### src/rtl/ddu_pkg.sv
// Shared types and default timing for the debug display unit front-panel controller.
package ddu_pkg;

    typedef enum logic [1:0] {
        ST_IDLE     = 2'd0,
        ST_STEP     = 2'd1,
        ST_WAIT_REL = 2'd2,
        ST_CONT     = 2'd3
    } run_state_e;

    localparam int DEF_DEBOUNCE_CYCLES = 1_000_000;
    localparam int DEF_REPEAT_DELAY    = 50_000_000;
    localparam int DEF_REPEAT_PERIOD   = 25_000_000;
    localparam int DEF_ADDR_W          = 8;

endpackage

### src/rtl/btn_debounce.sv
// Raw board input conditioner: 2-FF synchroniser, stable-count debouncer and
// one-cycle rise pulse aligned with the first high cycle of the debounced level.
module btn_debounce
    import ddu_pkg::*;
#(
    parameter int DEBOUNCE_CYCLES = DEF_DEBOUNCE_CYCLES
) (
    input  logic clk,
    input  logic rst_n,
    input  logic raw_i,
    output logic db_o,
    output logic rise_o
);

    localparam int CNT_W = $clog2(DEBOUNCE_CYCLES + 1);

    logic             sync1_q, sync1_d;
    logic             sync2_q, sync2_d;
    logic             db_q, db_d;
    logic             rise_q, rise_d;
    logic [CNT_W-1:0] cnt_q, cnt_d;

    // The count only survives while every sample disagrees with the current level.
    always_comb begin
        sync1_d = raw_i;
        sync2_d = sync1_q;
        db_d    = db_q;
        cnt_d   = '0;
        if (sync2_q != db_q) begin
            if (cnt_q == CNT_W'(DEBOUNCE_CYCLES - 1)) begin
                db_d = sync2_q;
            end else begin
                cnt_d = cnt_q + CNT_W'(1);
            end
        end
        rise_d = db_d & ~db_q;
    end

    always_ff @(posedge clk or negedge rst_n) begin
        if (!rst_n) begin
            sync1_q <= 1'b0;
            sync2_q <= 1'b0;
            db_q    <= 1'b0;
            rise_q  <= 1'b0;
            cnt_q   <= '0;
        end else begin
            sync1_q <= sync1_d;
            sync2_q <= sync2_d;
            db_q    <= db_d;
            rise_q  <= rise_d;
            cnt_q   <= cnt_d;
        end
    end

    assign db_o   = db_q;
    assign rise_o = rise_q;

endmodule

### src/rtl/ddu_ctrl.sv
// Front-panel controller: debounced switches, run/single-step sequencing and the
// debug view address. Define AUTO_REPEAT_EN to enable hold-to-repeat on inc/dec.
module ddu_ctrl
    import ddu_pkg::*;
#(
    parameter int DEBOUNCE_CYCLES = DEF_DEBOUNCE_CYCLES,
    parameter int REPEAT_DELAY    = DEF_REPEAT_DELAY,
    parameter int REPEAT_PERIOD   = DEF_REPEAT_PERIOD,
    parameter int ADDR_W          = DEF_ADDR_W
) (
    input  logic              clk,
    input  logic              rst_n,
    input  logic              cont_sw,
    input  logic              step_btn,
    input  logic              inc_btn,
    input  logic              dec_btn,
    input  logic              load_btn,
    input  logic [ADDR_W-1:0] init_addr,
    output logic              run_o,
    output logic [ADDR_W-1:0] addr_o,
    output logic [15:0]       step_cnt_o,
    output logic [1:0]        mode_o
);

    logic cont_db, step_db, inc_db, dec_db;
    logic step_rise, inc_rise, dec_rise, load_rise;
    logic unused_cont_rise, unused_load_db;

    btn_debounce #(.DEBOUNCE_CYCLES(DEBOUNCE_CYCLES)) u_db_cont (
        .clk(clk), .rst_n(rst_n), .raw_i(cont_sw), .db_o(cont_db), .rise_o(unused_cont_rise));
    btn_debounce #(.DEBOUNCE_CYCLES(DEBOUNCE_CYCLES)) u_db_step (
        .clk(clk), .rst_n(rst_n), .raw_i(step_btn), .db_o(step_db), .rise_o(step_rise));
    btn_debounce #(.DEBOUNCE_CYCLES(DEBOUNCE_CYCLES)) u_db_inc (
        .clk(clk), .rst_n(rst_n), .raw_i(inc_btn), .db_o(inc_db), .rise_o(inc_rise));
    btn_debounce #(.DEBOUNCE_CYCLES(DEBOUNCE_CYCLES)) u_db_dec (
        .clk(clk), .rst_n(rst_n), .raw_i(dec_btn), .db_o(dec_db), .rise_o(dec_rise));
    btn_debounce #(.DEBOUNCE_CYCLES(DEBOUNCE_CYCLES)) u_db_load (
        .clk(clk), .rst_n(rst_n), .raw_i(load_btn), .db_o(unused_load_db), .rise_o(load_rise));

    run_state_e        state_q, state_d;
    logic              run_q, run_d;
    logic [15:0]       step_cnt_q, step_cnt_d;
    logic [ADDR_W-1:0] addr_q, addr_d;
    logic              rep_fire;

    always_comb begin
        state_d    = state_q;
        step_cnt_d = step_cnt_q;
        case (state_q)
            ST_IDLE: begin
                if (cont_db)        state_d = ST_CONT;
                else if (step_rise) state_d = ST_STEP;
            end
            ST_STEP: begin
                step_cnt_d = step_cnt_q + 16'd1;
                state_d    = ST_WAIT_REL;
            end
            ST_WAIT_REL: begin
                if (cont_db)       state_d = ST_CONT;
                else if (!step_db) state_d = ST_IDLE;
            end
            ST_CONT: begin
                if (!cont_db) state_d = ST_IDLE;
            end
            default: state_d = ST_IDLE;
        endcase
        // Decoding from the next state lines run_o up with the state it reflects.
        run_d = (state_d == ST_STEP) || (state_d == ST_CONT);
    end

`ifdef AUTO_REPEAT_EN
    localparam int REP_W = $clog2(REPEAT_DELAY + 1);

    logic [REP_W-1:0] rep_cnt_q, rep_cnt_d;

    // After the first repeat the counter is rewound so later repeats come every REPEAT_PERIOD.
    always_comb begin
        rep_cnt_d = '0;
        rep_fire  = 1'b0;
        if (inc_db ^ dec_db) begin
            if (rep_cnt_q == REP_W'(REPEAT_DELAY)) begin
                rep_fire  = 1'b1;
                rep_cnt_d = REP_W'(REPEAT_DELAY - REPEAT_PERIOD + 1);
            end else begin
                rep_cnt_d = rep_cnt_q + REP_W'(1);
            end
        end
    end

    always_ff @(posedge clk or negedge rst_n) begin
        if (!rst_n) rep_cnt_q <= '0;
        else        rep_cnt_q <= rep_cnt_d;
    end
`else
    logic unused_rep_cfg;
    assign unused_rep_cfg = ^{32'(REPEAT_DELAY), 32'(REPEAT_PERIOD)};
    assign rep_fire       = 1'b0;
`endif

    always_comb begin
        addr_d = addr_q;
        if (load_rise) begin
            addr_d = init_addr;
        end else if (inc_db && dec_db) begin
            addr_d = addr_q;
        end else if (inc_rise) begin
            addr_d = addr_q + ADDR_W'(1);
        end else if (dec_rise) begin
            addr_d = addr_q - ADDR_W'(1);
        end else if (rep_fire) begin
            addr_d = inc_db ? addr_q + ADDR_W'(1) : addr_q - ADDR_W'(1);
        end
    end

    always_ff @(posedge clk or negedge rst_n) begin
        if (!rst_n) begin
            state_q    <= ST_IDLE;
            run_q      <= 1'b0;
            step_cnt_q <= '0;
            addr_q     <= '0;
        end else begin
            state_q    <= state_d;
            run_q      <= run_d;
            step_cnt_q <= step_cnt_d;
            addr_q     <= addr_d;
        end
    end

    assign run_o      = run_q;
    assign addr_o     = addr_q;
    assign step_cnt_o = step_cnt_q;
    assign mode_o     = state_q;

endmodule

### config.mk
export PLATFORM = sky130hd
export DESIGN_NAME = ddu_ctrl
export DESIGN_NICKNAME = d
export VERILOG_FILES = /design/src/rtl/ddu_pkg.sv /design/src/rtl/btn_debounce.sv /design/src/rtl/ddu_ctrl.sv
export SDC_FILE = /design/constraint.sdc
export NUM_CORES = 1
export LEC_CHECK = 0
export ABC_AREA = 1
export CAP_MARGIN = 20
export CORE_UTILIZATION = 30
export DETAILED_ROUTE_END_ITERATION = 6
export PLACE_DENSITY_LB_ADDON = 0.12
export REMOVE_ABC_BUFFERS = 1
export SLEW_MARGIN = 20
export SYNTH_ARGS = -nofsm -noshare
export SYNTH_HDL_FRONTEND = slang
export SYNTH_SLANG_ARGS = --single-unit
### constraint.sdc
create_clock -name clk -period 2.07 [get_ports clk]
set_clock_uncertainty 0.05 [all_clocks]
set_input_delay 0.207 -clock clk [delete_from_list [all_inputs] [get_ports clk]]
set_output_delay 0.207 -clock clk [all_outputs]
set_load 0.01 [all_outputs]
==> flow_summary.json, run 1 <==
{
  "pre_cts_slack_ns": 0.2991,
  "die_h_um": 165.5,
  "vias": 6228,
  "synth_top_area_frac": 0.4526,
  "yosys.area.top_type": "dfrtp_1",
  "netlist_instances": 1009,
  "path_buf_inv": 1,
  "cts_max_level": 4,
  "synth_cell_types": 41,
  "tightest_slew_ns": 0.4367,
  "drtIter0Drc": 299,
  "synth_most_common_cell": "nand2_1",
  "hold_viol": 0,
  "cp_top_family": "flip-flops",
  "wl_mm": 17.95,
  "ant_nets": 0,
  "core_area_um2": 26130,
  "utilization": 0.3640,
  "overflow": 0,
  "insertion_delay_ns": 0.42,
  "dr.pass1.iters": 6,
  "dieArea_um2": 27380,
  "worst_slack_ns": 0.2926,
  "maxSlewViolCount": 0,
  "cp_max_fo": 7,
  "n_fill_cell": 2752,
  "grt_max_degree": 44,
  "maxSlewHeadroom": 0.7088,
  "synthTopCellsByArea": "dfrtp_1 45%, nand2_1 10%, nor2_1 9.3%",
  "viasPerCell": 4.389,
  "synth_ff_type": "dfrtp_1",
  "synth.ff_latch_count": 145,
  "drc": 10,
  "cellPowerDensity_nw_per_um2": 661.1,
  "period_needed_ns": 1.777,
  "startpoint_type": "flop",
  "cts-buffers-inserted": 17,
  "cap_violations": 0,
  "synth-warning-count": 0,
  "antenna_found_initial": 0,
  "power_leakage_nw": 4.093,
  "setup_viol": 0,
  "rsz0062_at_grt": "no",
  "whs_ns": 0.1793,
  "routabilityCongestion": 0.8563,
  "grt_pass1_wl_mm": 30.92,
  "grt_usage": 0.1439,
  "clockRootBuffer": "clkbuf_16",
  "cts_max_path_buffers": 2,
  "initial_utilization": 0.3068,
  "max_freq_ghz": 0.5626,
  "wl_per_cell_um": 12.65,
  "final_layout_size_suffix_gt1_frac": 0.1227,
  "grt_pass1_vias": 6114,
  "io-pin-count": 42,
  "die_w_um": 165.5,
  "dpl_cell_area_um2": 8899,
  "postSynthAreaPerCell_um2": 7.946,
  "synth_edf_count": 0,
  "num_antenna_cells": 0,
  "clkSlewWorstSetupHoldPaths_ns": 0.06,
  "max_stage_delay_ns": 0.41,
  "cts_tree": "done",
  "required_ns": 2.33,
  "hpwl_mm": 13.43,
  "crit_type": "reg -> reg",
  "synth_common_cells": "214 x nand2_1, 199 x nor2_1, 145 x dfrtp_1",
  "stdcell_area_um2": 9512,
  "violations": "DRC",
  "fin_setup_tns_ns": 0,
  "status": "finished with violations",
  "port-buffer-count": 41,
  "cp_cell_sequence": "inv_1 -> ha_1 -> a21oi_1 -> nor2_1 -> nor2_1 -> nand3_1 -> nand3_1 -> nand2_1",
  "synth_area_um2": 8018,
  "rows": 59,
  "async_flop_share": 1.000,
  "syn_to_final_growth_pct": 18.63,
  "slowest_stage": "dfrtp_1",
  "hp-class": "in -> reg",
  "endpoint_kind": "flop",
  "yosysSeqAreaShare": 0.4526,
  "ir_drop_uv": 385.9,
  "cp.arrival_ns": 2.04,
  "timing.final.crit_share": 0.8586,
  "fin_nets": 1101,
  "cts_sinks": 145
}
worst paths after layout:
check / from / endpoint / slack [ns] / depth (start not counted)
max in group asynchronous: rst_n / addr_o[1] / 1.09 / 3
worst max-delay path: u_db_inc.rise_o / addr_o[7] / 0.29 / 8
worst max register to register: u_db_inc.rise_o / addr_o[7] / 0.29 / 8
worst min-delay path: step_btn / u_db_step.sync1_q / 0.18 / 1
min in group asynchronous: rst_n / u_db_inc.cnt_q[0] / 0.24 / 2
worst min register to register: u_db_load.sync1_q / u_db_load.sync2_q / 0.30 / 0
flip-flops by register name (all words and copies together), names as in the netlist, 8 cells and up:
register,flops
u_db_step.cnt_q,20
u_db_dec.cnt_q,20
u_db_inc.cnt_q,20
u_db_cont.cnt_q,20
step_cnt_o,16
addr_o,8
u_db_load.cnt_q,20
metrics by stage:
| step | cells | total power, mW |
|---|---|---|
| 6_report | 1419 | 6.289 |
| 5_1_grt | 1419 | 6.557 |
| 4_1_cts | 1419 | 6.433 |
| 3_5_place_dp | 1388 | 3.169 |
| 3_3_place_gp | 1388 | 3.166 |
| 2_1_floorplan | 1005 | 3.029 |
repair_timing:
action                                 in CTS  in global routing
hold buffers                                1                  0
resized for setup                           0                  0
endpoints found under the hold margin      37                  0
setup endpoints to repair                   0                  0
setup buffers                               0                  0
final cells by class:
cell class	count	area, µm²	share of cell area
clock buffers	21	470.5	0.04946
clock inverters	9	132.6	0.01394
inverters	126	474.2	0.04986
multi-input cells	734	3887	0.4087
flip-flops and latches	145	3628	0.3815
well taps	335	419.2	0.04407
repair buffers	49	499.2	0.05249
cell usage in the layout (no fill, tap or decap), drive strengths merged:
| master | instances |
|---|---|
| nand2 | 239 |
| bufinv | 3 |
| clkinv | 5 |
| xnor2 | 31 |
| dfrtp | 145 |
| a22oi | 4 |
| nand3b | 6 |
| nor3 | 33 |
| o211ai | 1 |
| nor2 | 238 |
| o21ai | 14 |
| dlygate4sd3 | 1 |
| inv | 125 |
| buf | 8 |
| ha | 12 |
| nand4 | 13 |
| a31oi | 2 |
| clkdlybuf4s50 | 40 |
| o31ai | 2 |
| a21o | 1 |
| clkinvlp | 2 |
| nor3b | 3 |
| clkbuf | 21 |
| or2 | 1 |
| a21boi | 1 |
| o21bai | 5 |
| a21oi | 23 |
| fa | 1 |
| xor2 | 26 |
| nand3 | 78 |
cell families after synthesis:
family                     after synthesis  share of synthesized area
AOI/OAI and AO/OA                       53                    0.03823
DFF                                    145                     0.4526
xor gates and xnor gates                57                    0.06414
and+or+nand+nor                        611                     0.3613
buffers and inverters                  130                    0.06258
adders and majority gates               13                    0.02122
worst register-to-register path: stages (launching register included):
cell     delay (ns)
dfrtp_1        0.41
inv_1          0.20
ha_1           0.33
a21oi_1        0.28
nor2_1         0.07
nor2_1         0.12
nand3_1        0.08
nand3_1        0.08
nand2_1        0.05
power by group:
group / leakage (nW) / total (mW) / internal (mW) / switching (mW)
Clock: 0.291 / 3.18 / 1.98 / 1.20
Combinational: 1.85 / 0.214 / 0.0750 / 0.139
Sequential: 1.95 / 2.89 / 2.87 / 0.0239
per-layer routing:
metal	global-route usage	wire, µm	vias to the layer above	part of all wire
li1	-	-	3302	-
met5	0	0	-	0
met2	0.2229	8105	63	0.45
met1	0.1972	9046	2861	0.50
met4	0.04050	69	0	0.0038
met3	0.03621	727	2	0.041
(Power assumes the default switching activity.)
==> run 2: changes to the inputs <==
--- a/config.mk
+++ b/config.mk
@@ -7,7 +7,7 @@
 export LEC_CHECK = 0
 export ABC_AREA = 1
 export CAP_MARGIN = 20
-export CORE_UTILIZATION = 30
+export CORE_UTILIZATION = 59
 export DETAILED_ROUTE_END_ITERATION = 6
 export PLACE_DENSITY_LB_ADDON = 0.12
 export REMOVE_ABC_BUFFERS = 1
==> run 2 against run 1 <==
Net effect:
- the flow now finishes without violations
- sequential share of layout area grew 0.68 points
- core utilization grew 34 points
- maximum frequency decreased by 1.2%
- sequential power is essentially flat
- first-iteration DRC count increased by 26%
- combinational power is 2% lower
- critical path depth fell by 2
- critical path type unchanged
- largest cell class unchanged
- largest power group unchanged
==> flow_summary.json, run 2 (same netlist as run 1, synthesis figures left out) <==
{
  "final_layout_size_suffix_gt1_frac": 0.1217,
  "crit_type": "reg -> reg",
  "combPwrFrac": 0.033,
  "power_leakage_nw": 4.105,
  "pwr-share-clk": 0.515,
  "setup_viol": 0,
  "cp_max_fo": 7,
  "cts_max_level": 4,
  "timing.final.crit_share": 0.8693,
  "cts-buffers-inserted": 17,
  "dr.pass1.iters": 5,
  "switching_share": 0.2027,
  "maxSlewHeadroom": 0.6838,
  "pwr-share-seq": 0.452,
  "drc": 0,
  "hold_viol": 0,
  "cellPowerDensity_nw_per_um2": 685.2,
  "final_cell_mix": "214 x nand2_1, 199 x nor2_1, 145 x dfrtp_1",
  "overflow": 0,
  "core_area_um2": 13240,
  "vias": 6518,
  "cts_tree": "done",
  "p_int_mw": 5.104,
  "routabilityCongestion": 0.8945,
  "antenna_found_initial": 0,
  "seq_area_um2": 3628,
  "endpoint_kind": "flop",
  "rows": 42,
  "multi_input_area_um2": 3887,
  "wl_per_cell_um": 12.78,
  "required_ns": 2.35,
  "hp-class": "in -> reg",
  "cts_sinks": 145,
  "fin_setup_tns_ns": 0,
  "mostFrequentLayoutCell": "nand2_1",
  "syn_to_final_growth_pct": 16.54,
  "period_needed_ns": 1.799,
  "clkSlewWorstSetupHoldPaths_ns": 0.06,
  "switching_power_mw": 1.298,
  "clockRootBuffer": "clkbuf_16",
  "ir_drop_uv": 524.1,
  "port-buffer-count": 41,
  "grt_pass1_vias": 6117,
  "die_h_um": 118.6,
  "dieArea_um2": 14060,
  "cts_setup_buffers": 0,
  "initial_utilization": 0.6054,
  "status": "finished, final reports clean",
  "max_freq_ghz": 0.5558,
  "cts_max_path_buffers": 2,
  "grt_pass1_wl_mm": 27.70,
  "drtIter0Drc": 377,
  "num_antenna_cells": 0,
  "wl_mm": 16.12,
  "die_w_um": 118.6,
  "ant_nets": 0,
  "fin_nets": 1101,
  "cp.arrival_ns": 2.08,
  "grt_max_degree": 51,
  "tightest_slew_ns": 0.4743,
  "hpwl_mm": 11.53,
  "reg2reg_slack_ns": 0.27,
  "n_fill_cell": 1104,
  "insertion_delay_ns": 0.42,
  "grt_usage": 0.2478,
  "utilization": 0.7056,
  "cap_violations": 0,
  "io-pin-count": 42,
  "rsz0062_at_grt": "no",
  "maxSlewViolCount": 0,
  "viasPerCell": 5.169,
  "startpoint_type": "flop"
}
==> run 2: changes by cell type in the layout (fill, tap and decap cells not counted) <==
cell,delta
bufinv_16,+2
clkbuf_1,+2
clkbuf_8,-2
clkinv_4,-1
==> run 2: per-layer routing <==
| layer | vias to the layer above | track usage | routed length (µm) |
|---|---|---|---|
| li1 | 3299 | - | - |
| met1 | 3064 | 0.3310 | 7623 |
| met2 | 137 | 0.3991 | 7581 |
| met3 | 18 | 0.06129 | 725 |
| met4 | 0 | 0.07437 | 185 |
| met5 | - | 0 | 0 |
==> run 2: repair_timing <==
item,in CTS,in global routing
hold buffers,1,0
resized for setup,0,0
endpoints found under the hold margin,46,0
==> run 2: final timing paths <==
path | startpoint | to | cells past startpoint
setup / recovery | u_db_inc.rise_o | addr_o[3] | 6
hold / removal | step_btn | u_db_step.sync1_q | 1
setup reg to reg | u_db_inc.rise_o | addr_o[3] | 6
hold reg to reg | u_db_inc.sync1_q | u_db_inc.sync2_q | 0
max in group asynchronous | rst_n | u_db_dec.sync1_q | 3
min in group asynchronous | rst_n | u_db_dec.cnt_q[17] | 2
==> run 2: worst max-delay path, cell delays in order, from the launching register on <==
cell and delay (ns):
dfrtp_1 0.41, inv_1 0.22, ha_1 0.32, or2_2 0.33, nand3_1 0.12, nand2_1 0.07, o211ai_1 0.18
==> run 2: layout make-up <==
type | count | area share
Multi-Input combinational cell | 734 | 0.4160
Sequential cell | 145 | 0.3883
Timing Repair Buffer | 49 | 0.05343
Inverter | 126 | 0.05075
Clock buffer | 21 | 0.04821
Tap cell | 176 | 0.02357
Clock inverter | 10 | 0.01968
==> run 2: stage by stage <==
stage	area, µm²	cells	total power [mW]	setup WS (ns)	hold WS (ns)
2_1_floorplan	7990	1005	3.029	0.4344	-0.1386
3_3_place_gp	8700	1229	3.154	0.3226	0.1331
3_5_place_dp	8700	1229	3.156	0.2887	0.1331
4_1_cts	9344	1261	6.466	0.2727	0.1626
5_1_grt	9344	1261	6.613	0.1149	0.1655
6_report	9344	1261	6.402	0.2706	0.1766
==> run 2: power by group through the flow <==
stage,combinational (mW),clock (mW),sequential [mW]
4_1_cts,0.217,3.36,2.89
3_3_place_gp,0.211,0,2.94
5_1_grt,0.243,3.47,2.90
6_report,0.210,3.30,2.89
2_1_floorplan,0.0906,0,2.94
3_5_place_dp,0.213,0,2.94
